`config.mk`:
```
export PLATFORM = sky130hd
export DESIGN_NAME = instr_word_encoder
export DESIGN_NICKNAME = d
export VERILOG_FILES = /design/src/rtl/instr_word_encoder.sv
export SDC_FILE = /design/constraint.sdc
export NUM_CORES = 1
export LEC_CHECK = 0
export ABC_AREA = 1
export BUFFER_PORTS_ARGS = -buffer_cell sky130_fd_sc_hd__buf_2
export CAP_MARGIN = 5
export CORE_MARGIN = 2
export CORE_UTILIZATION = 52
export CTS_BUF_LIST = sky130_fd_sc_hd__clkbuf_4 sky130_fd_sc_hd__clkbuf_8
export DETAILED_ROUTE_END_ITERATION = 8
export MAX_ROUTING_LAYER = met4
export PLACE_DENSITY_LB_ADDON = 0.3
export SYNTH_ARGS = -nofsm -noshare
export SYNTH_HDL_FRONTEND = slang
export SYNTH_SLANG_ARGS = --single-unit
```
`constraint.sdc`:
```
create_clock -name clk -period 2.21 [get_ports clk]
set_input_delay 0.442 -clock clk [delete_from_list [all_inputs] [get_ports clk]]
set_output_delay 0.442 -clock clk [all_outputs]
set_load 0.1 [all_outputs]
```
`src/rtl/instr_word_encoder.sv`:
```
// Packs instruction field bundles into 32-bit MIPS words and streams them to instruction memory.
// Optional INSTR_CHECKSUM_EN adds a running XOR of every word written this session.
module instr_word_encoder #(
  parameter int ADDR_W    = 8,
  parameter int BASE_ADDR = 0
) (
  input  logic              clk,
  input  logic              rst_n,
  input  logic              start,
  input  logic              in_valid,
  output logic              in_ready,
  input  logic [3:0]        in_kind,
  input  logic [4:0]        in_rs,
  input  logic [4:0]        in_rt,
  input  logic [4:0]        in_rd,
  input  logic [4:0]        in_shamt,
  input  logic [5:0]        in_funct,
  input  logic [15:0]       in_imm,
  input  logic [25:0]       in_target,
  input  logic              in_last,
  output logic              mem_we,
  output logic [ADDR_W-1:0] mem_addr,
  output logic [31:0]       mem_wdata,
  output logic              done,
  output logic [ADDR_W:0]   count,
  output logic              err_illegal
`ifdef INSTR_CHECKSUM_EN
  ,
  output logic [31:0]       checksum
`endif
);

  // state | meaning
  // IDLE  | after reset, waiting for start
  // LOAD  | in_ready high, waiting for a field bundle
  // WRITE | mem_we high for the captured word
  // DONE  | session finished, waiting for start
  typedef enum logic [1:0] {S_IDLE, S_LOAD, S_WRITE, S_DONE} state_t;

  localparam logic [ADDR_W-1:0] BASE     = ADDR_W'(BASE_ADDR);
  localparam logic [ADDR_W:0]   LAST_CNT = {1'b0, {ADDR_W{1'b1}}};

  state_t              r_state;
  logic                r_in_ready;
  logic                r_we;
  logic [ADDR_W-1:0]   r_addr;
  logic [31:0]         r_wdata;
  logic                r_done;
  logic [ADDR_W:0]     r_count;
  logic                r_err;
  logic                r_last;
  logic [31:0]         r_checksum;
  logic [31:0]         w_word;
  logic                w_legal;

  always_comb begin
    w_word  = '0;
    w_legal = 1'b1;
    case (in_kind)
      4'd0:    w_word = {6'h00, in_rs, in_rt, in_rd, in_shamt, in_funct};
      4'd1:    w_word = {6'h23, in_rs, in_rt, in_imm};
      4'd2:    w_word = {6'h2B, in_rs, in_rt, in_imm};
      4'd3:    w_word = {6'h04, in_rs, in_rt, in_imm};
      4'd4:    w_word = {6'h0D, in_rs, in_rt, in_imm};
      4'd5:    w_word = {6'h11, in_rs, in_rt, in_imm};
      4'd6:    w_word = {6'h19, in_target};
      4'd7:    w_word = {6'h21, in_rs, in_rt, in_imm};
      4'd8:    w_word = {6'h02, in_target};
      4'd9:    w_word = {6'h0B, in_rs, in_rt, in_imm};
      default: w_legal = 1'b0;
    endcase
  end

  always_ff @(posedge clk or negedge rst_n) begin
    if (!rst_n) begin
      r_state    <= S_IDLE;
      r_in_ready <= 1'b0;
      r_we       <= 1'b0;
      r_addr     <= BASE;
      r_wdata    <= '0;
      r_done     <= 1'b0;
      r_count    <= '0;
      r_err      <= 1'b0;
      r_last     <= 1'b0;
      r_checksum <= '0;
    end else begin
      case (r_state)
        S_IDLE, S_DONE: begin
          if (start) begin
            r_state    <= S_LOAD;
            r_in_ready <= 1'b1;
            r_done     <= 1'b0;
            r_count    <= '0;
            r_err      <= 1'b0;
            r_addr     <= BASE;
            r_checksum <= '0;
          end
        end
        S_LOAD: begin
          if (in_valid) begin
            if (w_legal) begin
              r_state    <= S_WRITE;
              r_in_ready <= 1'b0;
              r_we       <= 1'b1;
              r_wdata    <= w_word;
              r_last     <= in_last;
            end else begin
              // illegal bundles are consumed without a write but still honour in_last
              r_err <= 1'b1;
              if (in_last) begin
                r_state    <= S_DONE;
                r_in_ready <= 1'b0;
                r_done     <= 1'b1;
              end
            end
          end
        end
        S_WRITE: begin
          r_we       <= 1'b0;
          r_addr     <= r_addr + 1'b1;
          r_checksum <= r_checksum ^ r_wdata;
          if (r_count <= LAST_CNT) r_count <= r_count + 1'b1;
          if (r_last || r_count == LAST_CNT) begin
            r_state <= S_DONE;
            r_done  <= 1'b1;
          end else begin
            r_state    <= S_LOAD;
            r_in_ready <= 1'b1;
          end
        end
        default: begin
          r_state    <= S_IDLE;
          r_in_ready <= 1'b0;
          r_we       <= 1'b0;
          r_done     <= 1'b0;
        end
      endcase
    end
  end

  assign in_ready    = r_in_ready;
  assign mem_we      = r_we;
  assign mem_addr    = r_addr;
  assign mem_wdata   = r_wdata;
  assign done        = r_done;
  assign count       = r_count;
  assign err_illegal = r_err;
`ifdef INSTR_CHECKSUM_EN
  assign checksum    = r_checksum;
`endif

endmodule

```
-- Word-level counts from Yosys, hierarchy flattened
Cells that the tools add are included.
- bits in registers: 56
- bits of input ports: 77
- logic and storage cells: 81
- add/sub/neg operators: 2
- order comparisons: 1
- eq/ne operators: 22
- muxes and demuxes: 31
- reductions and logical operators: 16
- operator list (kind ; count):
    one-hot mux 32 bit (10 select lines) ; 1
    2-to-1 mux 9 bit ; 2
    one-hot mux 9 bit (2 select lines) ; 1
    equality test 4 x 3 -> 1 bit (second input constant) ; 4
    != test 2 bit (second input constant) ; 8
    one-hot mux 8 bit (2 select lines) ; 1
    2-to-1 mux 1 bit ; 15
    AND reduction 3 bit ; 4
    2-to-1 mux 2 bit ; 5
    OR reduction 10 bit ; 1
    adder 9 x 1 -> 9 bit (second input constant) ; 1
    equality test 9 x 8 -> 1 bit (second input constant) ; 1
    less-or-equal comparator 9 x 8 -> 1 bit (second input constant) ; 1
    adder 8 x 1 -> 8 bit (second input constant) ; 1
    equality test 4 x 2 -> 1 bit (second input constant) ; 2
    equality test 4 bit (second input constant) ; 2
    2-to-1 mux 8 bit ; 1
    AND reduction 4 bit ; 2
    one-hot mux 1 bit (3 select lines) ; 2
    one-hot mux 2 bit (3 select lines) ; 1
    nonzero test 2 bit ; 3
    AND reduction 5 bit ; 1
    equality test 2 bit (second input constant) ; 2
    equality test 4 x 1 -> 1 bit (second input constant) ; 1
    other kinds (8) ; 9

-- Logic depth before layout (Yosys ltp)
- word-level depth: 6
- mapped depth: 10
- gate-level depth less buffers: 10

-- Worst setup path before layout
Ideal clock, no wire load.
- kind: flip-flop to flip-flop
- start point: reg r_count[0] (netlist: count[0])
- end point: reg r_count[5] (netlist: count[5])
- library setup time: 120 ps
- arrival: 2258 ps
- data required time: 2090 ps
- slack: -168 ps
- stages on the path, launching flop included: 10
- buffers on the path: 0
- period minus slack after synthesis: 2378 ps
- cell sequence: dfrtp_1 -> ha_1 -> nand3_1 -> nor3_1 -> ha_1 -> nor2_1 -> nand2_2 -> nand2_2 -> nand2_1 -> nand2_1
- cells in the longest elaborated chain, start to end: 3
- elaborated cells between the ends (all ways): 6
- classes of those cells: 1 x add/sub; 1 x order compare; 1 x eq/ne; 2 x mux; 1 x reduce/logical
- ends and longest elaborated chain (item ; line ; RTL):
    start: declaration ; 49 ; logic [ADDR_W:0] r_count;
    start signal: assignment ; 122 ; if (r_count <= LAST_CNT) r_count <= r_count + 1'b1;
    adder 9 x 1 -> 9 bit / less-or-equal comparator 9 x 8 -> 1 bit (equally long branches) ; 122 ;
    2-to-1 mux 9 bit / != test 2 bit (equally long branches) ; n/a ;
    one-hot mux 9 bit (2 select lines) / AND reduction 3 bit (equally long branches) ; n/a ;
Parallel ways exist; a longest one is shown, timed or not. The select of a mux whose other input is x is not followed.
A chain may end at the register's enable or synchronous reset.

-- Worst setup path in the final report
- start point: reg r_count[0] (netlist: count[0])
- end point: reg r_count[4] (netlist: count[4])
The elaborated chain is that of the path after synthesis.

==> impl_metrics.xml <==
<?xml version="1.0" encoding="UTF-8"?>
<metrics>
  <group name="grt">
    <metric name="grt_overflow" unit="">0</metric>
    <metric name="number_of_global_route_vias_before_repair" unit="">3472</metric>
    <metric name="antenna_found_initial" unit="">0</metric>
    <metric name="grt_start_max_net_pins" unit="">36</metric>
    <metric name="grt_pass1_wl" unit="µm">14500</metric>
    <metric name="gr-usage-all-layers" unit="%">24.3</metric>
  </group>
  <group name="floorplan">
    <metric name="rows" unit="">30</metric>
    <metric name="floorplan.die.height" unit="µm">86.6</metric>
    <metric name="die_width" unit="µm">86.6</metric>
    <metric name="core_area" unit="mm²">0.00668</metric>
    <metric name="start_util" unit="%">53.1</metric>
    <metric name="die_area" unit="mm²">0.00749</metric>
    <metric name="floorplan.io_pins" unit="">130</metric>
  </group>
  <group name="critical_path">
    <metric name="timing.critical_path.buf_inv" unit="">0</metric>
    <metric name="crit_path_required_time" unit="ps">2410</metric>
    <metric name="timing.setup.critical_path_class" unit="">reg -&gt; reg</metric>
    <metric name="cp_cell_sequence" unit="">ha_1, nand3_1, nor3_1, ha_1, nor2_1, nand2_2, nand2_2, nand2_1, nand2_1</metric>
    <metric name="slowest_stage" unit="">sky130_fd_sc_hd__dfrtp_2</metric>
    <metric name="critPathMaxFanout" unit="">10</metric>
    <metric name="max_stage_delay" unit="ps">420</metric>
    <metric name="critical_path_arrival" unit="ps">2040</metric>
    <metric name="critical_path.endpoint_type" unit="">register</metric>
    <metric name="path_delay_family" unit="">simple AND/OR/NAND/NOR gates</metric>
    <metric name="startpoint_type" unit="">register</metric>
  </group>
  <group name="pwr">
    <metric name="powerDensity" unit="mW/mm²">1490</metric>
    <metric name="power_leakage" unit="nW">2.55</metric>
    <metric name="ir_drop" unit="mV">1.14</metric>
    <metric name="report.power.total" unit="mW">6.41</metric>
  </group>
  <group name="worst_hold_path">
    <metric name="hold_path.class" unit="">in -&gt; async</metric>
  </group>
  <group name="routing">
    <metric name="detail_route.drc_violations" unit="">0</metric>
    <metric name="viasPerCell" unit="">4.90</metric>
    <metric name="vias" unit="">3609</metric>
    <metric name="first_drt_iteration_drcs" unit="">242</metric>
    <metric name="wire_per_inst" unit="µm">11.5</metric>
    <metric name="total_routed_wirelength" unit="µm">8460</metric>
    <metric name="first_pass_iters" unit="">4</metric>
    <metric name="ant_nets" unit="">0</metric>
  </group>
  <group name="finish">
    <metric name="layout-drive-gt1-share" unit="%">26.7</metric>
    <metric name="antenna-diode-count" unit="">0</metric>
    <metric name="area_growth_syn_to_layout" unit="%">21.6</metric>
    <metric name="nets" unit="">737</metric>
    <metric name="utilization" unit="%">64.5</metric>
  </group>
  <group name="sta">
    <metric name="final_critical_delay_including_setup_and_external_delays" unit="ps">1840</metric>
    <metric name="slew-limit-headroom" unit="%">59.7</metric>
    <metric name="final-setup-viol-count" unit="">0</metric>
    <metric name="final.period_utilization" unit="%">83.1</metric>
    <metric name="timing.final.hold_violations" unit="">0</metric>
    <metric name="grt_setup_unrepaired" unit="">false</metric>
    <metric name="worst_slew_pin_slew" unit="ps">604</metric>
    <metric name="fin_tns_setup" unit="ps">0</metric>
    <metric name="skew" unit="ps">11.0</metric>
    <metric name="max_freq" unit="MHz">544</metric>
    <metric name="final_max_slew_viol_count" unit="">0</metric>
  </group>
  <group name="clock_tree">
    <metric name="htreeDepth" unit="">2</metric>
    <metric name="post-cts-setup-buffer-count" unit="">0</metric>
    <metric name="clk_pin_slew_worst_paths" unit="ps">100</metric>
    <metric name="ctsRootBufferMaster" unit="">sky130_fd_sc_hd__clkbuf_8</metric>
    <metric name="cts_tree" unit="">built</metric>
    <metric name="postCtsHoldBufs" unit="">0</metric>
    <metric name="clockBufferDepth" unit="">2</metric>
    <metric name="clk-insertion-delay-late" unit="ps">310</metric>
    <metric name="cts_inserted_buffers" unit="">5</metric>
    <metric name="cts_resized" unit="">0</metric>
    <metric name="clock_sinks" unit="">56</metric>
  </group>
  <group name="yosys">
    <metric name="synth-seq-area-share" unit="%">39.5</metric>
    <metric name="syn_avg_cell_area" unit="µm²">6.68</metric>
    <metric name="syn_inst" unit="">531</metric>
    <metric name="synth_seq_cells" unit="">56</metric>
    <metric name="synthesis.area" unit="mm²">0.00354</metric>
    <metric name="synth.distinct_cells" unit="">31</metric>
    <metric name="ys.warnings.count" unit="">0</metric>
    <metric name="synthesis.nets" unit="">613</metric>
  </group>
  <group name="flow_run">
    <metric name="max_cap_viol_count" unit="">0</metric>
  </group>
  <group name="status">
    <metric name="outcome" unit="">complete, no violations</metric>
  </group>
  <group name="placed_design">
    <metric name="dp.final_hpwl" unit="µm">6460</metric>
    <metric name="routability_driven_placement_congestion_ratio" unit="">0.875</metric>
    <metric name="numPortBuffers" unit="">129</metric>
  </group>
</metrics>
[layout make-up]
cell class	instances	area [µm²]
Tap cell	80	100
Clock buffer	7	83.8
Fill cell	637	2370
Inverter	78	293
Clock inverter	1	5.00
Multi-Input combinational cell	381	1740
Sequential cell	56	1400
Timing Repair Buffer	133	688
[worst paths after layout]
kind                          startpoint       endpoint  slack (ps)  depth (start not counted)
max                             count[0]       count[4]         370                          9
min                                rst_n    mem_addr[6]         130                          1
min reg2reg                mem_wdata[16]  mem_wdata[16]         480                          2
max reg2reg                     count[0]       count[4]         370                          9
min in group clk                 in_last         r_last         370                          3
max in group asynchronous          rst_n         mem_we        1500                          2
[cell families (layout without fill, tap and decap cells)]
logic type | Yosys count | count (layout) | synth area share (%)
simple gates | 347 | 347 | 42.4
buf+inv | 94 | 219 | 11.5
flops | 56 | 56 | 39.5
compound gates | 26 | 26 | 4.02
fa+ha+maj | 5 | 5 | 1.76
xor+xnor | 3 | 3 | 0.741
[cell usage in the layout, fill, tap and decap left out, types with 5 or more instances in the layout]
master,netlist,layout
sky130_fd_sc_hd__a21oi_1,6,6
sky130_fd_sc_hd__o21ai_0,14,14
sky130_fd_sc_hd__dfrtp_1,56,54
sky130_fd_sc_hd__clkbuf_8,0,5
sky130_fd_sc_hd__nand2_2,6,6
sky130_fd_sc_hd__nand3_1,52,52
sky130_fd_sc_hd__buf_2,5,129
sky130_fd_sc_hd__ha_1,5,5
sky130_fd_sc_hd__inv_1,70,70
sky130_fd_sc_hd__nor2_2,14,14
sky130_fd_sc_hd__nor2_1,94,94
sky130_fd_sc_hd__nand2_1,151,151
sky130_fd_sc_hd__or2_1,14,14
[stage by stage]
step	setup slack (ps)	cell area, µm²	cells	hold WS, ps
floorplan	70.9	3550	531	146
global placement	470	4220	728	458
detailed placement	389	4220	728	462
CTS	381	4310	736	144
global route	188	4310	736	162
finish	373	4310	736	129
[flip-flops by register name, summed over array words and instances, names as in the netlist]
register	count
in_ready	1
mem_we	1
err_illegal	1
mem_addr	8
r_last	1
done	1
count	9
r_state	2
mem_wdata	32
[report_power, final]
group          internal, mW  switching (mW)
clock                 0.248           0.312
sequential             1.39           0.205
combinational         0.713            3.54
total                  2.36            4.05
[synthesized netlist by cell type]
cell type | count | share of area, %
sky130_fd_sc_hd__nand3b_1 | 1 | 0.21
sky130_fd_sc_hd__inv_2 | 4 | 0.42
sky130_fd_sc_hd__dfrtp_1 | 56 | 40
sky130_fd_sc_hd__nand2_2 | 6 | 1.1
sky130_fd_sc_hd__a22oi_1 | 1 | 0.21
sky130_fd_sc_hd__buf_2 | 5 | 0.71
sky130_fd_sc_hd__or2_2 | 3 | 0.53
sky130_fd_sc_hd__ha_1 | 5 | 1.8
sky130_fd_sc_hd__or2_1 | 14 | 2.5
sky130_fd_sc_hd__clkinv_1 | 4 | 0.42
sky130_fd_sc_hd__o21ai_1 | 2 | 0.28
sky130_fd_sc_hd__nand3_2 | 1 | 0.28
sky130_fd_sc_hd__nor3_1 | 4 | 0.56
sky130_fd_sc_hd__xnor2_1 | 1 | 0.25
sky130_fd_sc_hd__buf_4 | 1 | 0.21
sky130_fd_sc_hd__o21ai_2 | 2 | 0.49
sky130_fd_sc_hd__nand4_1 | 4 | 0.71
sky130_fd_sc_hd__nor2_1 | 94 | 10
sky130_fd_sc_hd__nor2_4 | 1 | 0.32
sky130_fd_sc_hd__buf_6 | 6 | 1.9
sky130_fd_sc_hd__nor2_2 | 14 | 2.5
sky130_fd_sc_hd__nand2_1 | 151 | 16
sky130_fd_sc_hd__nand2_4 | 1 | 0.32
sky130_fd_sc_hd__o211ai_1 | 1 | 0.21
sky130_fd_sc_hd__nand3_1 | 52 | 7.3
sky130_fd_sc_hd__nor3b_1 | 1 | 0.21
sky130_fd_sc_hd__xor2_1 | 2 | 0.49
sky130_fd_sc_hd__clkbuf_1 | 4 | 0.42
sky130_fd_sc_hd__o21ai_0 | 14 | 2.0
sky130_fd_sc_hd__inv_1 | 70 | 7.4
sky130_fd_sc_hd__a21oi_1 | 6 | 0.85
[per-layer routing]
metal | vias up | wire, µm | global-route usage [%]
met3 | 11 | 429 | 3.81
met2 | 100 | 4180 | 42.1
li1 | 1852 | - | -
met4 | 0 | 127 | 6.68
met5 | - | 0 | -
met1 | 1646 | 3720 | 29.6
(Power assumes the default switching activity.)
